### src/rtl/gtp_pll_init.sv
// GTPE2_COMMON PLL0 power-up sequencer.
// Walks the PLL through power-down, reset and lock acquisition, retries on lock
// timeout, and watches a locked PLL for loss of lock. All outputs are registered.
module gtp_pll_init #(
  parameter int PD_CYCLES    = 64,
  parameter int RST_CYCLES   = 16,
  parameter int LOCK_TIMEOUT = 1024,
  parameter int LOCK_STABLE  = 8,
  parameter int MAX_RETRIES  = 3
) (
  input  logic       clk,
  input  logic       rst,
  input  logic       start,
  input  logic       pll_lock,
  output logic       pll_pd,
  output logic       pll_reset,
  output logic       pll_lock_en,
  output logic       done,
  output logic       fail,
  output logic       lock_lost,
  output logic [3:0] retries
);

  // Counter widths: one spare bit over clog2 so the terminal value always fits.
  localparam int PD_W  = $clog2(PD_CYCLES) + 1;
  localparam int RST_W = $clog2(RST_CYCLES) + 1;
  localparam int TO_W  = $clog2(LOCK_TIMEOUT) + 1;
  localparam int STB_W = $clog2(LOCK_STABLE) + 1;

  // Terminal values, pre-sized to the counters they are compared against.
  localparam logic [PD_W-1:0]  PD_LAST  = PD_W'(PD_CYCLES - 1);
  localparam logic [RST_W-1:0] RST_LAST = RST_W'(RST_CYCLES - 1);
  localparam logic [TO_W-1:0]  TO_LAST  = TO_W'(LOCK_TIMEOUT - 1);
  localparam logic [STB_W-1:0] STB_LAST = STB_W'(LOCK_STABLE - 1);
  localparam logic [STB_W-1:0] STB_MAX  = {STB_W{1'b1}};
  localparam logic [3:0]       RETRY_LIMIT = 4'(MAX_RETRIES);

  typedef enum logic [2:0] {
    ST_IDLE,
    ST_POWERDOWN,
    ST_RESET,
    ST_WAIT_LOCK,
    ST_LOCKED,
    ST_FAIL
  } state_t;

  state_t           state_reg;
  logic [PD_W-1:0]  pd_cnt_reg;
  logic [RST_W-1:0] rst_cnt_reg;
  logic [TO_W-1:0]  to_cnt_reg;
  logic [STB_W-1:0] stable_cnt_reg;
  logic [3:0]       retries_reg;
  logic             pll_pd_reg;
  logic             pll_reset_reg;
  logic             pll_lock_en_reg;
  logic             done_reg;
  logic             fail_reg;
  logic             lock_lost_reg;

  // Two-flop synchronizer for the asynchronous PLL lock indication.
  logic lock_meta_reg;
  logic lock_s;

  // Bring pll_lock into the clk domain; only lock_s is used downstream.
  always_ff @(posedge clk or posedge rst) begin
    if (rst) begin
      lock_meta_reg <= 1'b0;
      lock_s        <= 1'b0;
    end else begin
      lock_meta_reg <= pll_lock;
      lock_s        <= lock_meta_reg;
    end
  end

  // Sequencer: state, counters and every output update together so outputs
  // always reflect the state being entered.
  always_ff @(posedge clk or posedge rst) begin
    if (rst) begin
      state_reg       <= ST_IDLE;
      pd_cnt_reg      <= '0;
      rst_cnt_reg     <= '0;
      to_cnt_reg      <= '0;
      stable_cnt_reg  <= '0;
      retries_reg     <= '0;
      pll_pd_reg      <= 1'b1;
      pll_reset_reg   <= 1'b1;
      pll_lock_en_reg <= 1'b0;
      done_reg        <= 1'b0;
      fail_reg        <= 1'b0;
      lock_lost_reg   <= 1'b0;
    end else begin
      case (state_reg)
        ST_IDLE: begin
          if (start) begin
            // Fresh sequence: clear all status from any earlier run.
            state_reg     <= ST_POWERDOWN;
            pd_cnt_reg    <= '0;
            retries_reg   <= '0;
            lock_lost_reg <= 1'b0;
            done_reg      <= 1'b0;
            fail_reg      <= 1'b0;
          end
        end

        ST_POWERDOWN: begin
          if (pd_cnt_reg == PD_LAST) begin
            state_reg       <= ST_RESET;
            rst_cnt_reg     <= '0;
            pll_pd_reg      <= 1'b0;
            pll_reset_reg   <= 1'b1;
            pll_lock_en_reg <= 1'b1;
          end else begin
            pd_cnt_reg <= pd_cnt_reg + PD_W'(1);
          end
        end

        ST_RESET: begin
          if (rst_cnt_reg == RST_LAST) begin
            state_reg      <= ST_WAIT_LOCK;
            to_cnt_reg     <= '0;
            stable_cnt_reg <= '0;
            pll_reset_reg  <= 1'b0;
          end else begin
            rst_cnt_reg <= rst_cnt_reg + RST_W'(1);
          end
        end

        ST_WAIT_LOCK: begin
          if (lock_s && (stable_cnt_reg == STB_LAST)) begin
            // Stable lock is checked first so it wins a tie with the timeout.
            state_reg <= ST_LOCKED;
            done_reg  <= 1'b1;
          end else if (to_cnt_reg == TO_LAST) begin
            if (retries_reg < RETRY_LIMIT) begin
              state_reg     <= ST_RESET;
              rst_cnt_reg   <= '0;
              pll_reset_reg <= 1'b1;
              if (retries_reg != 4'hF) begin
                retries_reg <= retries_reg + 4'd1;
              end
            end else begin
              // Out of attempts: park the PLL powered down and flag failure.
              state_reg       <= ST_FAIL;
              fail_reg        <= 1'b1;
              pll_pd_reg      <= 1'b1;
              pll_reset_reg   <= 1'b1;
              pll_lock_en_reg <= 1'b0;
            end
          end else begin
            to_cnt_reg <= to_cnt_reg + TO_W'(1);
            if (!lock_s) begin
              stable_cnt_reg <= '0;
            end else if (stable_cnt_reg != STB_MAX) begin
              stable_cnt_reg <= stable_cnt_reg + STB_W'(1);
            end
          end
        end

        ST_LOCKED: begin
          if (start) begin
            state_reg       <= ST_POWERDOWN;
            pd_cnt_reg      <= '0;
            retries_reg     <= '0;
            lock_lost_reg   <= 1'b0;
            done_reg        <= 1'b0;
            fail_reg        <= 1'b0;
            pll_pd_reg      <= 1'b1;
            pll_reset_reg   <= 1'b1;
            pll_lock_en_reg <= 1'b0;
          end else if (!lock_s) begin
            // Lock dropped: re-run reset without spending a retry.
            state_reg     <= ST_RESET;
            rst_cnt_reg   <= '0;
            lock_lost_reg <= 1'b1;
            done_reg      <= 1'b0;
            pll_reset_reg <= 1'b1;
          end
        end

        ST_FAIL: begin
          if (start) begin
            state_reg     <= ST_POWERDOWN;
            pd_cnt_reg    <= '0;
            retries_reg   <= '0;
            lock_lost_reg <= 1'b0;
            done_reg      <= 1'b0;
            fail_reg      <= 1'b0;
          end
        end

        default: begin
          state_reg       <= ST_IDLE;
          pll_pd_reg      <= 1'b1;
          pll_reset_reg   <= 1'b1;
          pll_lock_en_reg <= 1'b0;
          done_reg        <= 1'b0;
          fail_reg        <= 1'b0;
        end
      endcase
    end
  end

  assign pll_pd      = pll_pd_reg;
  assign pll_reset   = pll_reset_reg;
  assign pll_lock_en = pll_lock_en_reg;
  assign done        = done_reg;
  assign fail        = fail_reg;
  assign lock_lost   = lock_lost_reg;
  assign retries     = retries_reg;

endmodule

### config.mk
export PLATFORM = sky130hd
export DESIGN_NAME = gtp_pll_init
export DESIGN_NICKNAME = d
export VERILOG_FILES = /design/src/rtl/gtp_pll_init.sv
export SDC_FILE = /design/constraint.sdc
export NUM_CORES = 1
export LEC_CHECK = 0
export CORE_UTILIZATION = 30
export CTS_BUF_LIST = sky130_fd_sc_hd__clkbuf_4 sky130_fd_sc_hd__clkbuf_8
export DETAILED_ROUTE_END_ITERATION = 6
export GPL_TIMING_DRIVEN = 0
export SYNTH_ARGS = -nofsm -noshare
export SYNTH_HDL_FRONTEND = slang
export SYNTH_SLANG_ARGS = --single-unit
### constraint.sdc
create_clock -name clk -period 1.7 [get_ports clk]
set_input_delay 0.255 -clock clk [delete_from_list [all_inputs] [get_ports clk]]
set_output_delay 0.255 -clock clk [all_outputs]
set_load 0.05 [all_outputs]
### After elaboration in Yosys (flattened, before gate mapping)

Cells that the tools add are included.

| cells by class | value |
|---|---|
| $add $sub $neg | 5 |
| $lt $le $gt $ge | 1 |
| equal/unequal tests | 30 |
| muxes and demuxes | 61 |
| bitwise operators | 3 |
| reductions and logical operators | 22 |

Operators by type and width:

| cell | count |
|---|---|
| $mux 4 | 10 |
| $mux 5 | 7 |
| $mux 11 | 3 |
| $ne 2x2->1 const B | 14 |
| $mux 3 | 8 |
| $pmux 11 s2 | 1 |
| $pmux 5 s4 | 1 |
| $mux 1 | 19 |
| $reduce_and 6->1 | 3 |
| $pmux 4 s2 | 2 |
| $pmux 3 s5 | 1 |
| $reduce_and 5->1 | 3 |
| $mux 7 | 2 |
| $pmux 7 s2 | 1 |
| $pmux 1 s4 | 3 |
| $add 11x1->11 const B | 1 |
| $eq 11x10->1 const B | 1 |
| $ne 3x3->1 const B | 3 |
| $add 4x1->4 const B | 2 |
| $ne 4x4->1 const B | 2 |
| $reduce_and 4->1 | 2 |
| $reduce_and 8->1 | 1 |
| $reduce_bool 2->1 | 4 |
| $add 7x1->7 const B | 1 |
| 19 further kinds | 27 |

| word-level totals | value |
|---|---|
| bits in registers | 42 |
| bits of input ports | 4 |
| output and inout port bits | 10 |
| word-level logic and storage cells | 136 |

### Longest topological paths before layout

Gate-level depths: netlist of the first run.

| logic depth | value |
|---|---|
| depth in word-level cells | 6 |
| mapped depth | 8 |
| mapped depth without buffers | 8 |

### Worst setup path before layout of the first run

No wires, ideal clock.

| timing | value |
|---|---|
| path kind | register to register |
| from | reg retries_reg[0], in the netlist retries[0] |
| to | reg rst_cnt_reg[0] |
| arrival time | 1.852 ns |
| slack | -0.277 ns |
| stages on the path, launching flop included | 7 |
| clock period less this slack | 1.977 ns |
| path through | dfrtp_1 -> ha_1 -> nor3_1 -> and2_1 -> nand3_1 -> a31o_1 -> mux2_4 |

| between the ends | value |
|---|---|
| word-level cells in the longest chain between the ends | 3 |

RTL lines:

| what | RTL line | source |
|---|---|---|
| from (decl) | 52 | `logic [3:0] retries_reg;` |
| from (signal assigned) | 139 | `retries_reg <= retries_reg + 4'd1;` |
| $lt 4x2->1 | 134 | `if (retries_reg < RETRY_LIMIT) begin` |
| $ne 2x2->1 (no line) | - |  |
| $reduce_and 8->1 (no line) | - |  |
| to (signal assigned) | 124 | `rst_cnt_reg <= rst_cnt_reg + RST_W'(1);` |
| to (decl) | 49 | `logic [RST_W-1:0] rst_cnt_reg;` |

Every way passes these cells.
A chain may end at the register's enable or synchronous reset.

### Final worst setup path of the first run

| timing | value |
|---|---|
| from | reg rst_cnt_reg[1] |
| to | reg rst_cnt_reg[0] |

| between the ends | value |
|---|---|
| word-level cells in the longest chain between the ends | 3 |

RTL lines:

| what | RTL line | source |
|---|---|---|
| $eq 5x4->1 | 118 | `if (rst_cnt_reg == RST_LAST) begin` |
| $ne 2x2->1 (no line) | - |  |
| $reduce_and 8->1 (no line) | - |  |

Every way passes these cells.

==> impl_metrics.csv, run 1 <==
group,metric,value,unit
placement,place_congestion,0.846,
routing,ant_nets,0,
grt,grtUsageTotal,15.9,%
setup_path,cp.depth,9,
floorplanning,die_area,0.00825,mm²
clock_network,numCtsBuffers,5,
sta,setup_viol,21,
sta,setup_tns,-3.12,ns
routing,routed_wirelength,6830,µm
clock_network,cts_max_level,2,
power_and_ir_drop,p_sw_share,42.6,%
setup_path,cp-end-kind,"flip-flop",
power_and_ir_drop,p_int,2.59,mW
cells_and_area,fin_nets,336,
setup_path,worst_setup_path_start_kind,"flip-flop",
clock_network,clk_pin_slew_worst_paths,0.08,ns
setup_path,crit_family,"compound AO/OA/AOI/OAI gates",
routing,drt_iter0_markers,118,
hold_path,hold_class,"primary input to async pin",
sta,hold_violations,0,
yosys,synth_compound_area_share,21.1,%
grt,antenna_found_initial,0,
clock_network,clock_sink_count,42,
setup_path,timing.critical_path.buf_inv,2,
setup_path,slowest_stage,"dfrtp_1",
placement,place_area,0.00274,mm²
flow_run,drv_cap,0,
floorplanning,io_pins,14,
power_and_ir_drop,p_seq_share,31.9,%
clock_network,cts_buffer_depth,2,
floorplanning,initial_core_util,30.8,%
power_and_ir_drop,max-vdd-ir-drop,0.732,mV
sta,setup_slack,-0.254,ns
setup_path,crit_fanout,5,
sta,slew_headroom,66.6,%
setup_path,arrival,2.14,ns
yosys,syn_area,0.00237,mm²
setup_path,path_cells,"ha_2, and3_4, ha_4, inv_4, buf_4, a21oi_4, a2bb2oi_4, a31o_4, mux2_4",
clock_network,cts_hold_buf,0,
yosys,syn_nets,270,
clock_network,clk_latency,0.30,ns
run_status,status,"finished with violations",
grt,grt_pass1_vias,2254,
yosys,synth_top_area_share,42.3,%
yosys,yosys_warnings,0,
yosys,syn_avg_cell_area,9.11,µm²
power_and_ir_drop,power_frac_comb,52.8,%
power_and_ir_drop,power_frac_clock,15.3,%
run_status,violations,"setup timing",
sta,rsz0062_at_grt,"true",
power_and_ir_drop,cellLeakagePower,1.54,nW
sta,fin_worst_skew,0.00884,ns
grt,grt_max_degree,27,
cells_and_area,largest_reg_flops,11,
yosys,synth_cell_types,54,
yosys,yosysMostFrequentCell,"dfrtp_1",
yosys,yosys-top-cells-count,"dfrtp_1 (40), nor2_1 (25), nand2_1 (23), o21ai_0 (23), a21oi_1 (20)",
yosys,synth_top_area_cell,"dfrtp_1",
clock_network,cts_root_buffer,"clkbuf_8",
yosys,synth_cells,260,
setup_path,slowest_delay,0.40,ns
floorplanning,fp.dieH,90.9,µm
yosys,synthAdderAreaFrac,3.17,%
yosys,async_flop_share,100,%
yosys,synth_xor_area_share,0.740,%
yosys,synth_edf_count,0,
sta,slew_viol_final,0,
setup_path,rr_worst_depth,9,
floorplanning,die_x,90.9,µm
yosys,yosys.area_share.simple,25.6,%
cells_and_area,postLayoutCellArea,0.00340,mm²
grt,grt-ovfl-total,0,
sta,worst_pin_slew,0.503,ns
grt,grt_pass1_wl,10700,µm
yosys,synth_top_family_by_area,"simple AND/OR/NAND/NOR gates",
cells_and_area,area_growth,43.7,%
routing,num_vias,2302,
routing,drc_errors,0,
yosys,synth_seq_cells,42,
power_and_ir_drop,power_switching,1.93,mW
sta,fmax,0.512,GHz
power_and_ir_drop,pwr_density_cell,1330,mW/mm²
cells_and_area,drive_gt1_share,37.3,%
floorplanning,core,0.00769,mm²
floorplanning,rows,32,
yosys,synth.top_cells.by_area,"dfrtp_1 (42%), o21ai_0 (4.9%), a21oi_1 (4.2%), nor2_1 (4.0%), nand2_1 (3.6%)",
clock_network,cts_tree,"yes",
routing,wire_per_inst,15.9,µm
sta,period_minus_slack,1.95,ns
sta,fin_crit_sh,115,%
yosys,ys_dominant_reg_cell,"dfrtp_1",
setup_path,critPathRequiredTime,1.89,ns
placement,place_hpwl,4070,µm
setup_path,critPathKind,"flip-flop to flip-flop",
routing,post_drt_via_cell_ratio,5.37,
yosys,synth_mux_area_share,1.95,%
yosys,ys_seq_area_share,44.5,%
routing,dr.pass1.iters,4,
cells_and_area,num_antenna_cells,0,
placement,port_buffers,13,
metrics by stage:
step	hold slack (ns)	total power [mW]	cells	setup slack, ns	util (%)
3_3_place_gp	0.337	3.14	375	-0.614	35.4
3_5_place_dp	0.335	3.18	376	-0.512	35.6
6_report	0.264	4.52	429	-0.254	44.3
5_1_grt	0.305	4.79	429	-0.340	44.3
2_1_floorplan	0.286	2.72	260	-0.175	-
4_1_cts	0.286	4.20	405	-0.282	40.1
final timing paths:
path / slack, ns / endpoint / start
setup reg to reg: -0.25 / rst_cnt_reg[0] / rst_cnt_reg[1]
max in group asynchronous: 0.87 / pll_pd / rst
hold / removal: 0.26 / to_cnt_reg[3] / rst
setup / recovery: -0.25 / rst_cnt_reg[0] / rst_cnt_reg[1]
hold reg to reg: 0.35 / lock_s / lock_meta_reg
min in group clk: 0.35 / lock_s / lock_meta_reg
cell families after synthesis:
| group | after synthesis |
|---|---|
| adders and majority gates | 6 |
| DFF | 42 |
| xor gates and xnor gates | 2 |
| AOI/OAI and AO/OA | 78 |
| muxes | 4 |
| and+or+nand+nor | 110 |
| buffers and inverters | 18 |
final cells by class:
type,instances,area (µm²)
fillers,723,4280
well taps,102,128
repair buffers,61,509
inverters,10,40.0
flip-flops and latches,42,1060
multi-input cells,200,1530
clock buffers,7,90.1
clock inverters,1,5.00
plain buffers,6,41.3
what timing repair did:
item,4_1_cts,5_1_grt
pin swaps,12,22
buffers inserted,22,26
hold endpoints to repair,0,0
setup endpoints to repair,40,31
gates resized for setup,39,41
placed cells by master, fill, tap and decap left out, types with 3 or more instances in the layout:
master and count:
a21oi_2 5, and3_1 4, dlygate4sd2_1 10, inv_1 6, buf_6 6, nand4_1 7
nor4_1 3, dfrtp_1 36, nand2_1 20, clkbuf_8 6, a21oi_1 14, buf_4 43
nor3_4 3, a21o_1 3, a31oi_1 6, ha_4 3, a22o_1 4, o21a_1 5
clkdlybuf4s50_1 3, nor2_2 3, nand2b_1 5, dfrtp_2 4, nand3_1 12, ha_2 3
o21ai_0 15, o21ai_1 5, nor2_1 21
power by group through the flow:
| stage | Clock, mW | Combinational, mW | Sequential, mW |
|---|---|---|---|
| 6_report | 0.691 | 2.39 | 1.44 |
| 5_1_grt | 0.744 | 2.57 | 1.47 |
| 4_1_cts | 0.705 | 2.08 | 1.41 |
| 3_5_place_dp | 0 | 1.72 | 1.46 |
| 3_3_place_gp | 0 | 1.68 | 1.46 |
| 2_1_floorplan | 0 | 1.14 | 1.58 |
metal layers:
layer  wire length [µm]  vias up  track usage (%)
met2               3350       72             27.1
met4                177        0             5.82
met5                  0        -                0
li1                   -     1087                -
met1               2900     1130             20.4
met3                404       13             2.36
No activity file was read; power rests on OpenSTA's default activity.
==> inputs of run 2 (changes only) <==
--- a/config.mk
+++ b/config.mk
@@ -5,6 +5,7 @@
 export SDC_FILE = /design/constraint.sdc
 export NUM_CORES = 1
 export LEC_CHECK = 0
+export CORE_ASPECT_RATIO = 1.4
 export CORE_UTILIZATION = 30
 export CTS_BUF_LIST = sky130_fd_sc_hd__clkbuf_4 sky130_fd_sc_hd__clkbuf_8
 export DETAILED_ROUTE_END_ITERATION = 6
==> impl_metrics.csv, run 2 (same netlist as run 1, synthesis figures left out) <==
group,metric,value,unit
run_status,status,"finished with violations",
run_status,violations,"setup timing",
floorplanning,die_x,77.1,µm
setup_path,timing.critical_path.buf_inv,1,
setup_path,crit_fanout,7,
setup_path,crit_family,"compound AO/OA/AOI/OAI gates",
routing,routed_wirelength,6470,µm
setup_path,cp-end-kind,"flip-flop",
routing,num_vias,2153,
grt,grt_max_degree,23,
cells_and_area,instances_no_fill,410,
grt,grtUsageTotal,16.7,%
floorplanning,core,0.00770,mm²
clock_network,cts_tree,"yes",
setup_path,critPathKind,"flip-flop to flip-flop",
sta,setup_slack,-0.253,ns
sta,period_minus_slack,1.95,ns
clock_network,cts_root_buffer,"clkbuf_8",
cells_and_area,final_cell_mix,"dfrtp_1 (38), buf_4 (26), nor2_1 (21)",
cells_and_area,final_common_cell,"dfrtp_1",
clock_network,cts_buffer_depth,2,
sta,worst_pin_slew,0.713,ns
cells_and_area,postLayoutCellArea,0.00322,mm²
hold_path,hold_class,"primary input to async pin",
power_and_ir_drop,power_frac_comb,50.5,%
power_and_ir_drop,max-vdd-ir-drop,0.838,mV
grt,grt-ovfl-total,0,
routing,ant_nets,0,
sta,fin_crit_sh,115,%
clock_network,clk_latency,0.30,ns
grt,grt_pass1_wl,10700,µm
setup_path,slowest_delay,0.37,ns
floorplanning,io_pins,14,
flow_run,drv_cap,0,
cells_and_area,layout.area.seq,0.00106,mm²
cells_and_area,drive_gt1_share,30.0,%
placement,port_buffers,13,
cells_and_area,area_growth,35.9,%
power_and_ir_drop,cellLeakagePower,1.45,nW
setup_path,setup.worst_path.start,"rst_cnt_reg[1]",
power_and_ir_drop,power_frac_clock,17.5,%
clock_network,numCtsBuffers,5,
clock_network,clock_sink_count,42,
floorplanning,rows,38,
cells_and_area,multi_input_area,0.00145,mm²
grt,antenna_found_initial,0,
placement,place_ws,-0.500,ns
setup_path,slowest_stage,"dfrtp_1",
clock_network,cts_max_level,2,
sta,fmax,0.512,GHz
power_and_ir_drop,p_int,2.65,mW
sta,setup_viol,17,
sta,slew_viol_final,0,
sta,hold_violations,0,
routing,wire_per_inst,15.8,µm
sta,slew_headroom,52.1,%
cells_and_area,fin_nets,319,
sta,fin_worst_skew,0.00704,ns
cells_and_area,largest_reg_flops,11,
power_and_ir_drop,power_switching,1.87,mW
setup_path,arrival,2.19,ns
floorplanning,die_area,0.00826,mm²
routing,drt_iter0_markers,105,
routing,dr.pass1.iters,4,
setup_path,worst_setup_path_start_kind,"flip-flop",
placement,place_congestion,0.851,
setup_path,path_cells,"ha_2, and3_4, ha_4, inv_4, a221oi_4, o211ai_4, or3_1, a21oi_2",
sta,setup_tns,-2.39,ns
clock_network,clk_pin_slew_worst_paths,0.08,ns
placement,dp.cells,374,
power_and_ir_drop,pwr_density_cell,1410,mW/mm²
power_and_ir_drop,p_sw_share,41.4,%
setup_path,critPathRequiredTime,1.93,ns
floorplanning,initial_core_util,30.8,%
floorplanning,fp.dieH,107,µm
setup_path,rr_startpoint,"rst_cnt_reg[1]",
cells_and_area,fill_cells,762,
sta,rsz0062_at_grt,"true",
grt,grt_pass1_vias,2197,
routing,post_drt_via_cell_ratio,5.25,
cells_and_area,num_antenna_cells,0,
placement,place_hpwl,4380,µm
routing,drc_errors,0,
placement,place_area,0.00274,mm²
power_and_ir_drop,p_seq_share,32.0,%
run 2: cell count changes in the layout (fill, tap and decap cells not counted), sizes merged:
cell      change
buf          -19
bufinv        +1
clkinv        +1
clkinvlp      +1
inv           -1
run 2: repair_timing:
action                                  4_1_cts  5_1_grt
resized for setup                            39       12
pin swaps                                    13        6
hold buffers                                  0        0
buffers inserted                             20        9
endpoints found under the setup margin       42       31
cloned                                        0        0
run 2: metal layers:
| layer | vias to the layer above | global-route usage, % | wire, µm |
|---|---|---|---|
| li1 | 1057 | - | - |
| met1 | 1058 | 17.8 | 2560 |
| met2 | 33 | 32.1 | 3660 |
| met3 | 5 | 2.64 | 163 |
| met4 | 0 | 7.01 | 87 |
| met5 | - | 0 | 0 |
run 2: through the flow:
stage | util (%) | total power [mW] | hold slack (ns)
after floorplan | - | 2.72 | 0.286
after global placement | 35.3 | 3.15 | 0.337
after detailed placement | 35.6 | 3.19 | 0.350
after CTS | 40.3 | 4.40 | 0.307
after global routing | 41.8 | 4.80 | 0.361
final | 41.8 | 4.53 | 0.297
run 2: worst reg2reg max path, stage by stage, from the launching register on:
cell,delay [ns]
dfrtp_1,0.37
ha_2,0.19
and3_4,0.20
ha_4,0.14
inv_4,0.05
a221oi_4,0.32
o211ai_4,0.14
or3_1,0.34
a21oi_2,0.14
run 2: worst paths after layout:
kind | end | slack (ns) | cells past startpoint
setup / recovery | to_cnt_reg[5] | -0.25 | 8
hold / removal | stable_cnt_reg[1] | 0.30 | 2
setup reg to reg | to_cnt_reg[5] | -0.25 | 8
hold reg to reg | lock_s | 0.37 | 0
max in group asynchronous | pll_pd | 0.84 | 3
min in group clk | lock_s | 0.37 | 0
run 2: layout make-up:
| type | count | area share [%] |
|---|---|---|
| Clock inverter | 3 | 1.24 |
| Multi-Input combinational cell | 200 | 45.2 |
| Timing Repair Buffer | 43 | 11.9 |
| Sequential cell | 42 | 32.8 |
| Clock buffer | 5 | 2.14 |
| Tap cell | 100 | 3.89 |
| Inverter | 10 | 1.36 |
| Buffer | 7 | 1.52 |
run 2: power groups by stage:
stage / Combinational [mW] / Clock [mW] / Sequential, mW
floorplan: 1.14 / 0 / 1.58
global placement: 1.69 / 0 / 1.45
detailed placement: 1.73 / 0 / 1.46
CTS: 2.16 / 0.811 / 1.43
global route: 2.48 / 0.840 / 1.48
finish: 2.28 / 0.794 / 1.45
